<file path="config.mk">
export PLATFORM = sky130hd
export DESIGN_NAME = block_miner
export DESIGN_NICKNAME = d
export VERILOG_FILES = /design/src/rtl/block_miner.sv
export SDC_FILE = /design/constraint.sdc
export NUM_CORES = 1
export LEC_CHECK = 0
export CAP_MARGIN = 30
export CORE_MARGIN = 5
export CORE_UTILIZATION = 55
export CTS_BUF_LIST = sky130_fd_sc_hd__clkbuf_8
export DETAILED_ROUTE_END_ITERATION = 6
export GPL_TIMING_DRIVEN = 1
export PLACE_DENSITY = 0.89
export SLEW_MARGIN = 40
export SYNTH_ARGS = -nofsm -noshare
export SYNTH_HDL_FRONTEND = slang
export SYNTH_SLANG_ARGS = --single-unit
</file>
<file path="constraint.sdc">
create_clock -name clock -period 5.01 [get_ports clock]
set_input_delay 0.7515 -clock clock [delete_from_list [all_inputs] [get_ports clock]]
set_output_delay 0.7515 -clock clock [all_outputs]
set_load 0.01 [all_outputs]
</file>
<file path="src/rtl/block_miner.sv">
// ---------------------------------------------------------------------------
// block_miner
//   Proof-of-work search over an 8-bit nonce. It hashes seven bytes (six
//   message bytes, then the working nonce) through a 32-entry substitution
//   table, one byte per cycle. The search stops at the first nonce whose hash
//   has DIFFICULTY leading zero bits.
//
// Parameters
//   DIFFICULTY     number of hash MSBs that must be zero (0..8)
//
// Ports
//   clock          single clock, rising edge
//   reset          synchronous, active-high
//   enable_mining  level request; hold high until done_mining/mining_failed
//   previous_hash  chain seed h0, latched at start
//   message        48-bit payload, latched at start
//   random_table   T[k] = random_table[8k+7:8k], k = 0..31 (bits 287:256 unused)
//   busy           high while in HASH or CHECK
//   new_hash       winning hash
//   nonce          winning nonce
//   final_message  {nonce, new_hash, message}
//   done_mining    success flag, held in DONE
//   mining_failed  nonce space exhausted (only with MINER_TIMEOUT_EN)
//   dbg_state      current FSM state encoding, for observation
//
// Configuration macro: MINER_TIMEOUT_EN
//   Defined   : rejecting nonce 255 ends the search in FAIL.
//   Undefined : the nonce wraps and the search continues indefinitely.
//
// Handshake: enable_mining is a level request. A rising request in IDLE
// starts a search. Dropping it at any point returns the FSM to IDLE on the
// next edge. done_mining / mining_failed stay asserted until it drops.
// ---------------------------------------------------------------------------
module block_miner #(
    parameter int DIFFICULTY = 3
) (
    input  logic         clock,
    input  logic         reset,
    input  logic         enable_mining,
    input  logic [7:0]   previous_hash,
    input  logic [47:0]  message,
    input  logic [287:0] random_table,
    output logic         busy,
    output logic [7:0]   new_hash,
    output logic [7:0]   nonce,
    output logic [63:0]  final_message,
    output logic         done_mining,
    output logic         mining_failed,
    output logic [2:0]   dbg_state
);

`ifdef MINER_TIMEOUT_EN
    typedef enum logic [2:0] {IDLE, HASH, CHECK, DONE, FAIL} state_t;
`else
    typedef enum logic [2:0] {IDLE, HASH, CHECK, DONE} state_t;
`endif

    // Mask of the hash bits that must be zero. Shifting a 16-bit pattern
    // gives an empty mask for DIFFICULTY = 0 without an illegal slice.
    localparam logic [15:0] MASK_WIDE = 16'hFF00 >> DIFFICULTY;
    localparam logic [7:0]  ZERO_MASK = MASK_WIDE[7:0];

    state_t         state;
    logic [7:0]     prev_q;
    logic [47:0]    msg_q;
    logic [255:0]   table_q;   // latched so later table changes cannot affect a run
    logic [7:0]     h;
    logic [7:0]     work_nonce;
    logic [2:0]     step;
    logic           failed_q;

    logic [7:0]     cur_byte;
    logic [4:0]     idx;
    logic [7:0]     h_next;
    logic           accept;

    always_comb begin
        cur_byte = work_nonce;
        if (step < 3'd6)
            cur_byte = msg_q[{step, 3'b000} +: 8];
        idx    = h[4:0] ^ cur_byte[4:0];
        h_next = table_q[{idx, 3'b000} +: 8];
        accept = ((h & ZERO_MASK) == 8'h00);
    end

    assign dbg_state = state;

`ifdef MINER_TIMEOUT_EN
    assign mining_failed = failed_q;
`else
    assign mining_failed = 1'b0;
`endif

    always_ff @(posedge clock) begin
        if (reset) begin
            state         <= IDLE;
            prev_q        <= 8'h00;
            msg_q         <= 48'h0;
            table_q       <= 256'h0;
            h             <= 8'h00;
            work_nonce    <= 8'h00;
            step          <= 3'd0;
            busy          <= 1'b0;
            new_hash      <= 8'h00;
            nonce         <= 8'h00;
            final_message <= 64'h0;
            done_mining   <= 1'b0;
            failed_q      <= 1'b0;
        end else begin
            case (state)
                IDLE: begin
                    busy        <= 1'b0;
                    done_mining <= 1'b0;
                    failed_q    <= 1'b0;
                    if (enable_mining) begin
                        prev_q     <= previous_hash;
                        msg_q      <= message;
                        table_q    <= random_table[255:0];
                        h          <= previous_hash;
                        work_nonce <= 8'h00;
                        step       <= 3'd0;
                        busy       <= 1'b1;
                        state      <= HASH;
                    end
                end
                HASH: begin
                    if (!enable_mining) begin
                        busy  <= 1'b0;
                        state <= IDLE;
                    end else begin
                        h    <= h_next;
                        step <= step + 3'd1;
                        if (step == 3'd6)
                            state <= CHECK;
                    end
                end
                CHECK: begin
                    if (!enable_mining) begin
                        busy  <= 1'b0;
                        state <= IDLE;
                    end else if (accept) begin
                        new_hash      <= h;
                        nonce         <= work_nonce;
                        final_message <= {work_nonce, h, msg_q};
                        done_mining   <= 1'b1;
                        busy          <= 1'b0;
                        state         <= DONE;
`ifdef MINER_TIMEOUT_EN
                    end else if (work_nonce == 8'hFF) begin
                        failed_q <= 1'b1;
                        busy     <= 1'b0;
                        state    <= FAIL;
`endif
                    end else begin
                        // Next attempt restarts the chain from the latched seed.
                        work_nonce <= work_nonce + 8'd1;
                        h          <= prev_q;
                        step       <= 3'd0;
                        state      <= HASH;
                    end
                end
                DONE: begin
                    if (!enable_mining) begin
                        done_mining <= 1'b0;
                        state       <= IDLE;
                    end
                end
`ifdef MINER_TIMEOUT_EN
                FAIL: begin
                    if (!enable_mining) begin
                        failed_q <= 1'b0;
                        state    <= IDLE;
                    end
                end
`endif
                default: begin
                    busy  <= 1'b0;
                    state <= IDLE;
                end
            endcase
        end
    end

endmodule

</file>
==> impl_metrics.ini, run 1 <==
[timing]
post-route-period-util_pct = 71.8
max_slew_margin_pct = 46.7
tns_ps = 0
worst_slack_ps = 1410
fin_skew_ps = 30.4
finalHoldViolations = 0
layout_min_cycle_time_ps = 3600
max_freq_mhz = 278
tightestPinTransition_ps = 799
rsz0062_at_grt = false
finalSetupViolations = 0
finalMaxSlewViolations = 0

[finish]
final_util_pct = 73.8
finalNetCount = 2716
area_delta_synth_final_pct = 31.6
fin_cells = 2806
drive_gt1_share_pct = 7.51
fillers = 2123

[flow_run]
cap_violations = 0

[logic_synthesis]
netlist_instances = 2052
syn_area_per_cell_um2 = 8.14
yosysWarningCount = 0
synth.distinct_cells = 52
ys_ff_latch = 399
ys_seq_area_share_pct = 47.8
syn_area_mm2 = 0.0167
synth_edf_count = 0
ys_async_sr_fraction_pct = 0
synth_top_flop_cell = dfxtp_1

[floorplanning]
core_area_mm2 = 0.0298
die_h_um = 184
io_pins = 433
die_x_um = 184
rows = 63
die-area_mm2 = 0.0340
start_util_pct = 56.1

[power_and_ir_drop]
power_leakage_nw = 8.04
ir_drop_v = 0.000229
p_total_w = 0.00832
p_per_area_mw_per_mm2 = 378

[global_routing]
grt-ovfl-total = 0
antenna_found_initial = 7
grt_util_all_layers_pct = 28.8
grt_pass1_wl_um = 79500
grt_pass1_vias = 15407
grt_max_degree = 149

[setup_path]
setup.worst_path.class = flop to flop
cp_max_fo = 13
start_kind = flop
cp-end-kind = flop
worstPathRequired_ps = 5480
worstPathArrival_ps = 4070

[run_status]
status = complete, but fails checks
violations = DRC

[route]
route.final.wire_length_um = 51400
viasPerCell = 5.61
vias = 15748
dr.first_iter.drc_count = 1342
first_pass_iters = 7
avgRoutedWirePerCell_um = 18.3
drcViolationCount = 7
antenna_left = 0

[clock_tree]
cts_root_buf = clkbuf_8
cts_buffers = 60
cts_buffer_depth = 3
clock_latency_ps = 610
holdBufCountCts = 0
post_cts_resized = 0
postCtsSetupBuffers = 0
tritoncts = built
htreeDepth = 2
clock_sinks = 399
clkTransAtPathRegs_ps = 60

[place]
place_ws_ps = 1320
placedCellCount = 2688
routabilityCongestion = 0.853
io_buffers = 398
dp.final_hpwl_um = 36200

[worst_hold_path]
hold_path_class = flop to flop
-- worst paths after layout --
| kind | from | endpoint | slack [ps] | depth (start not counted) |
|---|---|---|---|---|
| worst max-delay path | step[1] | h[5] | 1410 | 10 |
| worst min register to register | table_q[30] | table_q[30] | 450 | 2 |
| worst max register to register | step[1] | h[5] | 1410 | 10 |
| worst min-delay path | table_q[30] | table_q[30] | 450 | 2 |
-- cells in the mapped netlist (all sizes together), types with 2 or more instances --
cell	n	area, um2
buf	42	314
mux2	8	93.8
a211oi	7	52.6
o22ai	4	25.0
a31oi	4	25.0
a22oi	7	52.6
o2111ai	3	26.3
and3	3	18.8
o211ai	9	95.1
nor2b	4	25.0
mux4	50	1150
xor2	8	88.8
clkbuf	132	497
xnor2	4	50.1
o2bb2ai	2	17.5
or3	3	23.8
inv	6	22.5
dfxtp	399	7990
nor3b	3	22.5
and2	9	56.3
nand3	21	105
nor3	9	45.0
nand2	800	3000
nor2	17	63.8
a21oi	395	1980
nand4b	6	52.6
o21ai	23	119
o221a	6	67.6
nand2b	12	75.1
mux2i	41	410
ha	8	100
-- state kept, by name, summed over array words and instances, names as in the netlist, 2 cells and up --
name,flops
final_message,49
h,8
msg_q,48
table_q,256
prev_q,8
work_nonce,8
nonce,8
new_hash,7
dbg_state,2
step,3
-- per-layer routing --
layer  up-vias  wire (um)  track usage (%)
met4         0       2100             11.6
met1      7394      20200             36.4
li1       7457          -                -
met2       751      25100             49.7
met3       146       3970             4.46
met5         -          0                0
-- critical path, stage by stage (launching register included) --
cell	delay (ps)
dfxtp_1	550
buf_4	250
mux2i_1	320
o211ai_4	140
xor2_4	550
buf_4	350
buf_4	230
mux4_2	520
nand2_1	100
o2111ai_1	240
o2bb2ai_1	220
-- through the flow --
stage	hold slack (ps)	cell area, um2
finish	453	22000
global route	470	22000
CTS	452	21900
detailed placement	443	20700
global placement	436	20600
floorplan	432	16700
-- where the power goes --
group	internal, W	switching (W)
Clock	0.00150	0.00125
Combinational	0.000848	0.00111
Sequential	0.00343	0.000169
-- area by class of cell --
type	count	area [um2]	area share (%)
flip-flops and latches	399	7990	36.3
multi-input cells	1474	7950	36.2
repair buffers	420	4240	19.3
clock buffers	82	1130	5.13
well taps	390	488	2.22
clock inverters	28	146	0.666
inverters	6	22.5	0.102
diodes	7	17.5	0.0797
-- cells in the final DEF (no fill, tap or decap), types with 7 or more instances in the layout --
master	instances
mux2i_1	41
and2_1	8
nand2_1	798
buf_4	15
a211oi_1	7
clkdlybuf4s50_1	397
inv_1	25
ha_1	8
diode_2	7
o211ai_1	7
o21ai_0	20
nor2_1	16
mux2_2	7
a22oi_1	7
clkbuf_8	82
a21oi_1	395
nand2b_1	12
dfxtp_1	399
nor3_1	8
mux4_2	44
nand3_1	21
-- kinds of logic after synthesis --
logic type,count (synthesis),share of synthesized area (%)
AOI/OAI and AO/OA,462,14.8
xor gates and xnor gates,12,0.831
adders and majority gates,8,0.599
buffers and inverters,180,4.99
DFF,399,47.8
muxes,99,9.89
other,1,0.0224
and+or+nand+nor,891,21.1
(Power assumes the default switching activity.)
==> run 2: changes to the inputs <==
- CORE_UTILIZATION: 55 -> 46
- PLACE_DENSITY: 0.89 -> 0.79
- clock period: 5.01 -> 3.1 ns (I/O delays scaled with it)
==> run 2 against run 1 <==
  * The flow now finishes without violations
  * Sequential power rose by 62%
  * Worst setup slack got worse by 1200 ps
  * Cell count rose by 3.5%
  * Non-clock buffer count increased by 19
  * Maximum frequency increased by 23%
  * Via count decreased by 0.44%
  * Cell area up 2.7%
  * Worst hold slack got worse by 140 ps
  * First-iteration DRC count down 5.9%
  * Clock power is 85% higher
==> impl_metrics.ini, run 2 (synthesis results as in run 1) <==
[run_status]
status = finished, final reports clean

[timing]
post-route-period-util_pct = 94.6
max_slew_margin_pct = 51.8
fin_skew_ps = 38.2
tns_ps = 0
rsz0062_at_grt = false
finalMaxSlewViolations = 0
layout_min_cycle_time_ps = 2930
finalHoldViolations = 0
max_freq_mhz = 341
finalSetupViolations = 0
tightestPinTransition_ps = 723
fin_hold_ws_ps = 311

[worst_hold_path]
min_delay_worst_endpoint = table_q[156]
min_from = reset
min_path_cells = 2
hold_path_class = primary input to flop

[global_routing]
grt_pass1_wl_um = 81700
top_usage_layer = met2
antenna_found_initial = 12
grt_pass1_vias = 15247
grt_util_met2_pct = 41.3
grtUsageMet1_pct = 31.2
grt_max_degree = 108
grt_util_all_layers_pct = 24.9
use_met3_pct = 6.14
grt-ovfl-total = 0

[setup_path]
cp-end-kind = flop
regToRegEndpoint = h[5]
cp_cell_sequence = mux2_4, o211ai_4, o211ai_4, xor2_4, buf_12, buf_12, mux4_2, o22ai_1, nor3_1, o2bb2ai_1
worstPathRequired_ps = 3570
cp_slowest_cell = mux4_2
ff2ff_setup_slack_ps = 170
worstPathArrival_ps = 3410
start_kind = flop
slowest_delay_ps = 540
reg2reg_from = step[0]
reg2regPathDepth = 10
setup.worst_path.class = flop to flop
cp_max_fo = 39

[floorplanning]
rows = 69
core_area_mm2 = 0.0357
start_util_pct = 46.7
die-area_mm2 = 0.0402
die_x_um = 201
die_h_um = 201
io_pins = 433

[clock_tree]
clock_latency_ps = 610
tritoncts = built
htreeDepth = 3
clock_sinks = 399
cts_buffer_depth = 3
holdBufCountCts = 0
clkTransAtPathRegs_ps = 60
cts_root_buf = clkbuf_8
cts_buffers = 68

[route]
antenna_left = 0
avgRoutedWirePerCell_um = 18.1
route.final.wire_length_um = 52700
dr.first_iter.drc_count = 1263
viasPerCell = 5.40
vias = 15679
first_pass_iters = 5
drcViolationCount = 0

[finish]
largest-register = table_q
final_cell_mix = 798 x nand2_1, 399 x dfxtp_1, 397 x clkdlybuf4s50_1
finalNetCount = 2743
largest_reg_flops = 256
fillers = 2986
multi_input_area_mm2 = 0.00793
regArea_mm2 = 0.00799
area_delta_synth_final_pct = 35.1
reg.largest.list = table_q x256, final_message x49, msg_q x48
final_common_cell = nand2_1
drive_gt1_share_pct = 8.55
final_cell_area_mm2 = 0.0226

[power_and_ir_drop]
p_per_area_mw_per_mm2 = 632
ir_drop_v = 0.000366
power_leakage_nw = 8.28
p_total_w = 0.0143

[place]
routabilityCongestion = 0.889
dpl_cell_area_mm2 = 0.0211
dp.final_hpwl_um = 38000
io_buffers = 398

[flow_run]
cap_violations = 0
## run 2: worst max path at each step
stage,cells after the start,end,start
after floorplan,11,h[3],step[0]
after global placement,10,h[5],step[1]
after detailed placement,9,h[3],step[0]
after CTS,9,h[3],step[0]
after global routing,10,h[5],step[0]
final,10,h[5],step[0]
## run 2: per-stage QoR
step	cells	worst slack [ps]	util [%]
6_report	2905	167	63.2
5_1_grt	2904	36.5	63.2
4_1_cts	2895	174	63.1
3_5_place_dp	2779	165	59.0
3_3_place_gp	2779	182	59.0
2_1_floorplan	2053	325	-
## run 2: critical path: cells and delay by family, from the launching register on
kind | cells | cell delay, ps
and+or+nand+nor | 1 | 90
xor gates and xnor gates | 1 | 170
DFF | 1 | 420
buffers and inverters | 2 | 510
muxes | 2 | 870
AOI/OAI and AO/OA | 4 | 730
## run 2: final cells by class
| type | count | area share (%) |
|---|---|---|
| Multi-Input combinational cell | 1474 | 35.1 |
| Antenna cell | 10 | 0.111 |
| Tap cell | 461 | 2.56 |
| Clock buffer | 90 | 5.49 |
| Timing Repair Buffer | 439 | 20.2 |
| Sequential cell | 399 | 35.4 |
| Clock inverter | 26 | 1.06 |
| Inverter | 6 | 0.0998 |
## run 2: power by group
part | internal [W] | switching [W]
sequential | 0.00555 | 0.000266
clock | 0.00300 | 0.00209
combinational | 0.00151 | 0.00185
total | 0.0101 | 0.00421
## run 2: what timing repair did
action | CTS | global route
gates resized for setup | 0 | 1
setup buffers | 0 | 0
endpoints found under the setup margin | 0 | 4
## run 2: per-layer routing
layer | share of wire, % | vias up
met2 | 48 | 619
met4 | 3.1 | 6
met3 | 7.4 | 101
met5 | 0.085 | -
li1 | - | 7535
met1 | 41 | 7418
==> run 3: changes to the inputs <==
- CTS_CLUSTER_SIZE: not set -> 10
==> run 3 against run 2 <==
  * Worst setup slack better by 14 ps
  * Cell count about the same
  * Global-route usage fell by 0.065 points
  * Register-to-register slack about the same
  * Sequential power about the same
  * Maximum frequency is 0.49% higher
  * Combinational power about the same
  * Sequential share of layout area grew 0.057 points
  * Highest routed layer unchanged
  * Critical endpoint unchanged
  * Worst hold slack improved by 33 ps
  * Utilization down 0.10 points
  * Non-clock buffer count did not move
  * Critical path depth stayed put
==> impl_metrics.ini, run 3 (synthesis results as in run 1) <==
[clock_tree]
clock_sinks = 399
htreeDepth = 3
cts_buffer_depth = 3
holdBufCountCts = 0
clock_latency_ps = 610
clkTransAtPathRegs_ps = 60
cts_root_buf = clkbuf_8
tritoncts = built
cts_buffers = 68

[setup_path]
start_kind = flop
cp-end-kind = flop
setup.worst_path.class = flop to flop
worstPathRequired_ps = 3570
cp_max_fo = 39
worstPathArrival_ps = 3390

[timing]
finalHoldViolations = 0
tightestPinTransition_ps = 709
worst_slack_ps = 181
post-route-period-util_pct = 94.2
finalMaxSlewViolations = 0
max_freq_mhz = 343
rsz0062_at_grt = false
max_slew_margin_pct = 52.7
fin_skew_ps = 36.2
finalSetupViolations = 0
tns_ps = 0
layout_min_cycle_time_ps = 2920

[place]
io_buffers = 398
place_ws_ps = 165
dp.final_hpwl_um = 38000
routabilityCongestion = 0.889
dpl_cell_area_mm2 = 0.0211
placedCellCount = 2779

[power_and_ir_drop]
ir_drop_v = 0.000321
power_leakage_nw = 8.27
p_per_area_mw_per_mm2 = 629
p_total_w = 0.0142

[floorplanning]
io_pins = 433
core_area_mm2 = 0.0357
die_x_um = 201
start_util_pct = 46.7
die-area_mm2 = 0.0402
die_h_um = 201
rows = 69

[route]
antenna_left = 0
drcViolationCount = 0
route.final.wire_length_um = 52700
viasPerCell = 5.39
avgRoutedWirePerCell_um = 18.1
dr.first_iter.drc_count = 1151
vias = 15648
first_pass_iters = 7

[flow_run]
cap_violations = 0

[finish]
multi_input_area_mm2 = 0.00793
fillers = 2998
final_cell_area_mm2 = 0.0225
final_cell_mix = 798 x nand2_1, 399 x dfxtp_1, 397 x clkdlybuf4s50_1
largest-register = table_q
fin_cells = 2904
final_common_cell = nand2_1
finalNetCount = 2743
drive_gt1_share_pct = 8.34
area_delta_synth_final_pct = 34.9
regArea_mm2 = 0.00799
largest_reg_flops = 256
reg.largest.list = table_q x256, final_message x49, msg_q x48

[global_routing]
grt_pass1_vias = 15253
grt_pass1_wl_um = 81400
grt_max_degree = 108
grt-ovfl-total = 0
grt_util_all_layers_pct = 24.8
antenna_found_initial = 12

[worst_hold_path]
hold_path_class = primary input to flop

[run_status]
status = finished, final reports clean
[run 3: layout make-up]
type                       count  area share [%]
antenna                       10           0.111
sequential                   399            35.4
clock inverter                28            1.08
timing repair buffer         439            20.2
clock buffer                  87            5.31
tap                          461            2.56
multi-input combinational   1474            35.2
inverter                       6          0.0999
[run 3: final timing paths]
path,startpoint,endpoint,slack [ps],cells after the start
max,step[1],h[5],180,10
min,reset,table_q[156],340,2
max reg2reg,step[1],h[5],180,10
min reg2reg,table_q[39],table_q[39],450,2
[run 3: power breakdown]
part / switching (W) / leakage (nW) / internal, W
sequential: 0.000266 / 3.27 / 0.00555
combinational: 0.00185 / 4.19 / 0.00151
clock: 0.00208 / 0.809 / 0.00292
[run 3: worst max-delay path, stage by stage, from the launching register on]
cell	delay, ps
dfxtp_1	450
mux2i_1	130
or3_4	350
o211ai_4	120
xor2_4	190
buf_12	210
buf_12	300
mux4_2	540
o22ai_1	280
nor3_1	90
o2bb2ai_1	130
[run 3: timing repair]
| item | 4_1_cts | 5_1_grt |
|---|---|---|
| endpoints found under the setup margin | 0 | 4 |
| setup buffers | 0 | 0 |
| resized for setup | 0 | 1 |
| endpoints found under the hold margin | 0 | 0 |
[run 3: layer usage]
layer	routed length, um	GRT usage (%)
met2	25200	41.0
met4	1710	10.3
met1	21700	31.2
met3	3960	6.06
met5	47	0
[run 3: per-stage QoR]
stage | hold WS [ps] | utilization [%]
detailed placement | 445 | 59.0
finish | 344 | 63.1
global route | 363 | 63.1
CTS | 333 | 63.0
global placement | 435 | 59.0
floorplan | 432 | -
